File: src/rtl/updown_ctrl_pkg.sv
// Shared state encoding, direction constants and BCD helper for the up/down run controller.
// Pure declarations: no latency, no flow control.
package updown_ctrl_pkg;

  typedef enum logic [1:0] {
    ST_IDLE = 2'd0,
    ST_UP   = 2'd1,
    ST_DOWN = 2'd2,
    ST_HOLD = 2'd3
  } state_t;

  localparam logic DIR_UP   = 1'b1;
  localparam logic DIR_DOWN = 1'b0;

  // A digit pair holding a non-BCD code never matches, so it never reads as terminal.
  function automatic logic bcd_is_value(input logic [3:0] tens,
                                        input logic [3:0] units,
                                        input logic [6:0] value);
    logic [6:0] w_bin;
    w_bin = 7'(tens) * 7'd10 + 7'(units);
    return (tens <= 4'd9) && (units <= 4'd9) && (w_bin == value);
  endfunction

endpackage

File: src/rtl/btn_sync_edge.sv
// Button synchronizer plus rising-edge detector; a rise acts SYNC_STAGES edges after first sample.
// One pulse per press; a level already high when reset releases never produces a pulse.
module btn_sync_edge #(
  parameter int SYNC_STAGES = 2
) (
  input  logic clk,
  input  logic clc,
  input  logic i_raw,
  output logic o_rise
);

  logic [SYNC_STAGES-1:0] r_sync;
  logic                   r_prev;
  logic [SYNC_STAGES:0]   r_vld;

  // r_vld marks which chain positions (and r_prev) hold real post-reset samples.
  always_ff @(posedge clk) begin
    if (clc) begin
      r_sync <= '0;
      r_prev <= 1'b0;
      r_vld  <= '0;
    end else begin
      r_sync <= {r_sync[SYNC_STAGES-2:0], i_raw};
      r_prev <= r_sync[SYNC_STAGES-1];
      r_vld  <= {r_vld[SYNC_STAGES-1:0], 1'b1};
    end
  end

  assign o_rise = r_sync[SYNC_STAGES-1] & ~r_prev & r_vld[SYNC_STAGES];

endmodule

File: src/rtl/updown_count_ctrl.sv
// Run-control sequencer for the 2-digit BCD up/down counter; steps every TICK_DIV cycles, outputs registered.
// No backpressure; optional ping-pong at the terminal value when UPDOWN_AUTO_REVERSE_EN is defined.
module updown_count_ctrl
  import updown_ctrl_pkg::*;
#(
  parameter int TICK_DIV    = 50000000,
  parameter int MAX_COUNT   = 99,
  parameter int SYNC_STAGES = 2
) (
  input  logic       clk,
  input  logic       clc,
  input  logic       btn_up,
  input  logic       btn_down,
  input  logic       btn_hold,
  input  logic       btn_clr,
  input  logic [3:0] cnt_units,
  input  logic [3:0] cnt_tens,
  output logic       cnt_en,
  output logic       cnt_dir,
  output logic       cnt_clr,
  output logic [1:0] state_o,
  output logic       at_limit
);

  localparam int             PW         = $clog2(TICK_DIV);
  localparam logic [PW-1:0]  PRESC_LAST = PW'(TICK_DIV - 1);
  localparam logic [6:0]     MAX_VAL    = 7'(MAX_COUNT);

  logic w_up_rise, w_down_rise, w_hold_rise, w_clr_rise;

  btn_sync_edge #(.SYNC_STAGES(SYNC_STAGES)) u_sync_up (
    .clk(clk), .clc(clc), .i_raw(btn_up),   .o_rise(w_up_rise));
  btn_sync_edge #(.SYNC_STAGES(SYNC_STAGES)) u_sync_down (
    .clk(clk), .clc(clc), .i_raw(btn_down), .o_rise(w_down_rise));
  btn_sync_edge #(.SYNC_STAGES(SYNC_STAGES)) u_sync_hold (
    .clk(clk), .clc(clc), .i_raw(btn_hold), .o_rise(w_hold_rise));
  btn_sync_edge #(.SYNC_STAGES(SYNC_STAGES)) u_sync_clr (
    .clk(clk), .clc(clc), .i_raw(btn_clr),  .o_rise(w_clr_rise));

  state_t        r_state;
  logic          r_dir;
  logic          r_saved_dir;
  logic          r_cnt_en;
  logic          r_cnt_clr;
  logic          r_at_limit;
  logic [PW-1:0] r_presc;

  logic w_ev_hold, w_ev_down, w_ev_up;
  logic w_go_up, w_go_down;
  logic w_run, w_tick, w_at_term;

  // Hold in IDLE is not an event at all, so it does not mask a coincident down/up.
  assign w_ev_hold = ~w_clr_rise & w_hold_rise & (r_state != ST_IDLE);
  assign w_ev_down = ~w_clr_rise & ~w_ev_hold & w_down_rise;
  assign w_ev_up   = ~w_clr_rise & ~w_ev_hold & ~w_down_rise & w_up_rise;

  // Re-pressing the running direction keeps the prescaler phase.
  assign w_go_down = w_ev_down & (r_state != ST_DOWN);
  assign w_go_up   = w_ev_up   & (r_state != ST_UP);

  assign w_run     = (r_state == ST_UP) || (r_state == ST_DOWN);
  assign w_tick    = w_run && (r_presc == PRESC_LAST);
  assign w_at_term = (r_state == ST_UP) ? bcd_is_value(cnt_tens, cnt_units, MAX_VAL)
                                        : bcd_is_value(cnt_tens, cnt_units, 7'd0);

  always_ff @(posedge clk) begin
    if (clc) begin
      r_state     <= ST_IDLE;
      r_dir       <= DIR_UP;
      r_saved_dir <= DIR_UP;
      r_cnt_en    <= 1'b0;
      r_cnt_clr   <= 1'b0;
      r_at_limit  <= 1'b0;
      r_presc     <= '0;
    end else begin
      r_cnt_en  <= 1'b0;
      r_cnt_clr <= 1'b0;
`ifdef UPDOWN_AUTO_REVERSE_EN
      r_at_limit <= 1'b0;
`endif
      if (w_clr_rise) begin
        r_state    <= ST_IDLE;
        r_cnt_clr  <= 1'b1;
        r_at_limit <= 1'b0;
        r_presc    <= '0;
      end else if (w_ev_hold) begin
        r_presc <= '0;
        if (r_state == ST_HOLD) begin
          r_state <= r_saved_dir ? ST_UP : ST_DOWN;
          r_dir   <= r_saved_dir;
        end else begin
          r_state     <= ST_HOLD;
          r_saved_dir <= r_dir;
        end
      end else if (w_go_down || w_go_up) begin
        r_state    <= w_go_up ? ST_UP : ST_DOWN;
        r_dir      <= w_go_up ? DIR_UP : DIR_DOWN;
        r_at_limit <= 1'b0;
        r_presc    <= '0;
      end else if (w_tick) begin
        r_presc <= '0;
        if (w_at_term) begin
          r_at_limit <= 1'b1;
`ifdef UPDOWN_AUTO_REVERSE_EN
          r_state <= (r_state == ST_UP) ? ST_DOWN : ST_UP;
          r_dir   <= (r_state == ST_UP) ? DIR_DOWN : DIR_UP;
`else
          r_state     <= ST_HOLD;
          r_saved_dir <= r_dir;
`endif
        end else begin
          r_cnt_en <= 1'b1;
        end
      end else if (w_run) begin
        r_presc <= r_presc + 1'b1;
      end else begin
        r_presc <= '0;
      end
    end
  end

  assign cnt_en   = r_cnt_en;
  assign cnt_dir  = r_dir;
  assign cnt_clr  = r_cnt_clr;
  assign state_o  = r_state;
  assign at_limit = r_at_limit;

endmodule
File: config.mk
export PLATFORM = sky130hd
export DESIGN_NAME = updown_count_ctrl
export DESIGN_NICKNAME = d
export VERILOG_FILES = /design/src/rtl/updown_ctrl_pkg.sv /design/src/rtl/btn_sync_edge.sv /design/src/rtl/updown_count_ctrl.sv
export SDC_FILE = /design/constraint.sdc
export NUM_CORES = 1
export LEC_CHECK = 0
export BUFFER_PORTS_ARGS = -buffer_cell sky130_fd_sc_hd__buf_2
export CORE_UTILIZATION = 53
export DETAILED_ROUTE_END_ITERATION = 16
export GPL_TIMING_DRIVEN = 0
export PLACE_DENSITY = 0.75
export SLEW_MARGIN = 20
export SYNTH_ARGS = -nofsm -noshare
export SYNTH_HDL_FRONTEND = slang
export SYNTH_SLANG_ARGS = --single-unit
File: constraint.sdc
create_clock -name clk -period 2.8 [get_ports clk]
set_clock_uncertainty 0.15 [all_clocks]
set_input_delay 0 -clock clk [delete_from_list [all_inputs] [get_ports clk]]
set_output_delay 0 -clock clk [all_outputs]
set_load 0.1 [all_outputs]
Word level (Yosys, flattened, before mapping) --
Cells that the tools add are included.
Cells by class: add/sub/neg operators 2, $mul 1, multiplexer cells 25, reduce and logical (&&, ||, !) cells 22, magnitude comparators 2, bitwise operators 25, equal/unequal tests 8
Operators with widths (number):
- 26-bit by 1-bit adder with 26-bit output, second input constant | 1
- 26-bit equality test, second input constant | 1
- 1-bit 2-to-1 mux | 18
- 1-bit bitwise AND | 16
- 2-bit 2-to-1 mux | 7
- 2-bit nonzero test | 6
- 1-bit NOT | 9
- 4-bit less-or-equal comparator, second input constant | 2
- 7-bit by 4-bit adder with 7-bit output | 1
- 7-bit equality test, second input constant | 1
- 7-bit zero test | 1
- 4-bit by 3-bit multiplier with 6-bit output, second input constant | 1
- 3-bit nonzero test | 2
- 6-bit OR reduction | 1
- 5-bit OR reduction | 1
- 2-bit equality test, second input constant | 2
- 1-bit logical AND | 4
- 2-bit != test, second input constant | 2
- 2-bit AND reduction | 2
- 4-bit AND reduction | 1
- 3-bit AND reduction | 1
- 2-bit by 1-bit equality test with 1-bit output, second input constant | 1
- 1-bit logical OR | 2
- 2-bit by 1-bit != test with 1-bit output, second input constant | 1
- 2-bit OR reduction | 1
Storage, ports and cells: register bits after elaboration 57, word-level logic and storage cells 108, input port bits 14

Longest topological paths before layout --
depth in word-level cells 14, mapped depth 10

By module --
From an unflattened synthesis, not the netlist that was laid out.
Second synthesis, totals: cells, all modules 265, area total of the unflattened synthesis 2539.9 um2
Modules (own cells, without submodules):
- updown_count_ctrl | instances 1, area an instance 1884.3 um2, cells each 213, seq. area each 660.6 um2
- btn_sync_edge | instances 4, area an instance 163.9 um2, cells each 13, seq. area each 120.1 um2

Worst setup path before layout --
No wires, ideal clock.
kind flip-flop to flip-flop, from reg r_state[1], in the netlist state_o[1], to reg r_saved_dir, arrival 2.930 ns, setup slack -0.400 ns, stages on the path, launching flop included 8, path buffers 0, data required time 2.530 ns, cells stage by stage dfxtp_1 > inv_1 > ha_1 > or3_1 > a2111o_1 > a2111oi_4 > a211oi_1 > a211o_1
Between the ends: cells in the longest elaborated chain, start to end 10
RTL lines:
- start: declaration | RTL line updown_count_ctrl.sv:40 | state_t r_state;
- start signal: assignment | RTL line updown_count_ctrl.sv:89 | r_state <= r_saved_dir ? ST_UP : ST_DOWN;
- start signal: assignment | RTL line updown_count_ctrl.sv:96 | r_state <= w_go_up ? ST_UP : ST_DOWN;
- 2-bit nonzero test | RTL line updown_count_ctrl.sv:53 | assign w_ev_hold = ~w_clr_rise & w_hold_rise & (r_state != ST_IDLE);
- 1-bit bitwise AND | RTL line updown_count_ctrl.sv:53
- 1-bit NOT (no source line)
- 1-bit bitwise AND | RTL line updown_count_ctrl.sv:54, updown_count_ctrl.sv:55
- 1-bit bitwise AND (2 in series) | RTL line updown_count_ctrl.sv:55 | assign w_ev_up = ~w_clr_rise & ~w_ev_hold & ~w_down_rise & w_up_rise;
- 1-bit bitwise AND | RTL line updown_count_ctrl.sv:59 | assign w_go_up = w_ev_up & (r_state != ST_UP);
- 1-bit logical OR | RTL line updown_count_ctrl.sv:95 | end else if (w_go_down || w_go_up) begin
- 2-bit != test (no source line)
- 4-bit AND reduction (no source line)
- end signal: assignment | RTL line updown_count_ctrl.sv:93 | r_saved_dir <= r_dir;
- end signal: assignment | RTL line updown_count_ctrl.sv:109 | r_saved_dir <= r_dir;
- end: declaration | RTL line updown_count_ctrl.sv:42 | logic r_saved_dir;
Parallel ways exist; a longest one is shown, timed or not. A chain may end at the register's enable or synchronous reset.

Final worst setup path --
from in cnt_tens[1], to reg r_saved_dir
Between the ends: cells in the longest elaborated chain, start to end 7
RTL lines:
- start: declaration | RTL line updown_count_ctrl.sv:17 | input logic [3:0] cnt_tens,
- 4-bit by 3-bit multiplier with 6-bit output | RTL line updown_ctrl_pkg.sv:20 | w_bin = 7'(tens) * 7'd10 + 7'(units);
- 7-bit by 4-bit adder with 7-bit output | RTL line updown_ctrl_pkg.sv:20
- 7-bit equality test / 7-bit zero test (equally long branches) | RTL line updown_ctrl_pkg.sv:21 | return (tens <= 4'd9) && (units <= 4'd9) && (w_bin == value);
- 1-bit logical AND | RTL line updown_ctrl_pkg.sv:21
- 1-bit 2-to-1 mux * | RTL line updown_count_ctrl.sv:63 | assign w_at_term = (r_state == ST_UP) ? bcd_is_value(cnt_tens, cnt_units, MAX_VAL)
- 2-bit nonzero test (no source line) *
- 4-bit AND reduction (no source line) *
Mark *: on every way between the ends. The rest lies on a longest branch, timed or not.

==> flow_summary_export.csv <==
group,metric,value,unit
place,gp_congestion,0.796,
synth,ys.warnings.count,0,
power,power_density,494,mW/mm²
clocking,tritoncts,"done",
critical_path,critPathRequiredTime,2.86,ns
synth,synth-main-ff-cell,"dfxtp_1",
timing,drv_slew,0,
min_path,min_to,"cnt_en",
outcome,status,"complete, no violations",
global_routing,grt_pass1_vias,1687,
timing,fin_ws,0.139,ns
floorplan,core_area,0.00409,mm²
final_layout,area_growth_syn_to_layout,15.4,%
synth,ys_seq_elements,48,
floorplan,start_util,56.2,%
timing,whs,0.235,ns
clocking,cts_buffer_depth,2,
final_layout,nets,313,
synth,synth_compound_area_share,9.71,%
global_routing,grt_max_degree,16,
synth,netlist_area,0.00229,mm²
power,vdd_drop_max,0.000313,V
min_path,hold_start,"cnt_units[0]",
timing,rsz0062_at_grt,"no",
synth,synth_nets,280,
floorplan,fp-row-count,23,
synth,post_synth_and_or_nand_nor_area_fraction,27.5,%
critical_path,arrival,2.72,ns
critical_path,rrSetupSlack,0.30,ns
synth,muxShareOfSynthArea,0,%
final_layout,final_cell_mix,"dfxtp_1, nor2_1, buf_2",
floorplan,dieHeight,67.8,µm
critical_path,timing.rr.start,"state_o[1]",
floorplan,fp.dieW,67.8,µm
synth,synth_xor_area_share,9.54,%
detailed_routing,vias,1784,
final_layout,layout_commonest_cell,"dfxtp_1",
timing,finalSetupViolations,0,
timing,hold_violations,0,
clocking,cts_made_buffers,5,
floorplan,die_area,0.00460,mm²
place,io_buffers,19,
detailed_routing,drc,0,
clocking,cts-root-buf,"clkbuf_8",
final_layout,drive_above_1_share,15.7,%
place,dp_cells,322,
final_layout,diodes,0,
clocking,cts_sinks,48,
global_routing,grt-ovfl-total,0,
critical_path,r2r_cells,7,
timing,slew-limit-headroom,32.2,%
critical_path,cp-end-kind,"flip-flop",
global_routing,grt_use_total,20.9,%
synth,synth_edf_count,0,
min_path,hp-class,"in2reg",
timing,max_freq,0.376,GHz
critical_path,r2r_end,"r_saved_dir",
min_path,hold_depth,5,
detailed_routing,drt-initial-drc-count,88,
synth,synthCells,253,
critical_path,crit_type,"in2reg",
detailed_routing,firstDrtPassIters,4,
synth,syn_area_per_cell,9.07,µm²
run,drv_cap,0,
critical_path,start_kind,"input pin",
global_routing,grt_pass1_wl,7090,µm
power,p_leak,0.979,nW
critical_path,cp_max_fo,4,
clocking,htreeDepth,2,
detailed_routing,wirelength,4160,µm
detailed_routing,vias_per_cell,5.29,
place,post-place-ws,-0.287,ns
clocking,clk_latency,0.31,ns
global_routing,antenna_found_initial,0,
synth,synth_top_family_by_area,"simple AND/OR/NAND/NOR gates",
place,hpwl,3090,µm
clocking,clk_pin_slew,0.09,ns
detailed_routing,avgRoutedWirePerCell,12.3,µm
detailed_routing,final_antenna_net_count,0,
synth,ys_types,42,
final_layout,finalInstanceArea,0.00265,mm²
synth,ys_seq_area_share,41.9,%
synth,synthArstFlopShare,0,%
timing,finalCritPeriodShare,95.0,%
final_layout,fin_cells,337,
timing,worst-slew-pin-transition,1.01,ns
floorplan,io-pin-count,20,
timing,fin_crit,2.66,ns
place,post_dp_cell_area,0.00246,mm²
synth,synthAdderAreaFrac,7.74,%
per-stage QoR:
step | power, mW | TNS (ns) | util, %
final | 1.31 | 0 | 64.8
after floorplan | 0.797 | 0 | -
after global placement | 0.823 | -0.404 | 60.1
after global routing | 1.37 | 0 | 64.8
after detailed placement | 0.828 | -0.588 | 60.1
after CTS | 1.32 | 0 | 64.5
state kept, by name, indices dropped and copies added, names as in the netlist, 2 cells and up:
signal              flops
u_sync_clr.r_vld        2
u_sync_down.r_sync      2
state_o                 2
u_sync_hold.r_sync      2
r_presc                26
u_sync_up.r_sync        2
u_sync_clr.r_sync       2
critical path: stages:
cell	delay (ns)
buf_2	0.12
ha_1	0.29
ha_1	0.19
inv_1	0.07
fa_1	0.45
nand2b_4	0.17
o31a_1	0.31
a2111o_1	0.34
a2111oi_4	0.42
a211oi_1	0.13
a211o_1	0.23
worst max path at each step:
stage                           start          end  slack (ns)
final                     cnt_tens[1]  r_saved_dir        0.14
after global routing      cnt_tens[1]  r_saved_dir        0.02
after CTS                 cnt_tens[1]  r_saved_dir        0.05
after detailed placement  cnt_tens[1]  r_saved_dir       -0.29
after global placement    cnt_tens[1]  r_saved_dir       -0.24
after floorplan           cnt_tens[1]  r_saved_dir        0.03
layout make-up:
type	count	area (µm²)
multi-input cells	184	1260
plain buffers	7	30.0
fillers	349	1440
well taps	50	62.6
clock buffers	7	108
flip-flops and latches	48	966
inverters	14	52.6
repair buffers	26	163
clock inverters	1	8.76
cells by family (layout without fill, tap and decap cells):
| kind of cell | Yosys count | after routing |
|---|---|---|
| AND/OR/NAND/NOR | 120 | 120 |
| AO/OA/AOI/OAI | 26 | 26 |
| flip-flops | 48 | 48 |
| XOR/XNOR | 25 | 25 |
| buffers and inverters | 21 | 55 |
| adder cells (fa/ha/maj) | 13 | 13 |
per-layer routing:
layer  up-vias  global-route usage [%]  part of all wire, %
met5         -                       0                    0
met4         0                    11.7                  3.0
met3        13                    4.56                  2.9
met2        23                    35.3                   47
met1       823                    24.3                   47
li1        925                       -                    -
synth_stat cells (4+ instances only):
cell	instances	area share, %
ha_1	11	6.0
dfxtp_1	48	42
clkbuf_1	4	0.65
inv_1	14	2.3
nor3b_1	4	1.3
nor2b_1	17	4.6
o21ai_0	6	1.3
xor2_1	15	5.7
nand2_1	17	2.8
nand3_1	12	2.6
a21oi_1	4	0.87
nor2_1	38	6.2
xnor2_1	10	3.8
nand4_1	10	2.7
what timing repair did:
action	in CTS	in global routing
endpoints found under the setup margin	0	2
endpoints found under the hold margin	13	0
hold buffers	6	0
setup buffers	0	1
gates resized for setup	0	1
power by group:
part,internal (mW),switching [mW]
Clock,0.256,0.232
Combinational,0.0571,0.0669
Sequential,0.692,0.00408
(Power assumes the default switching activity.)
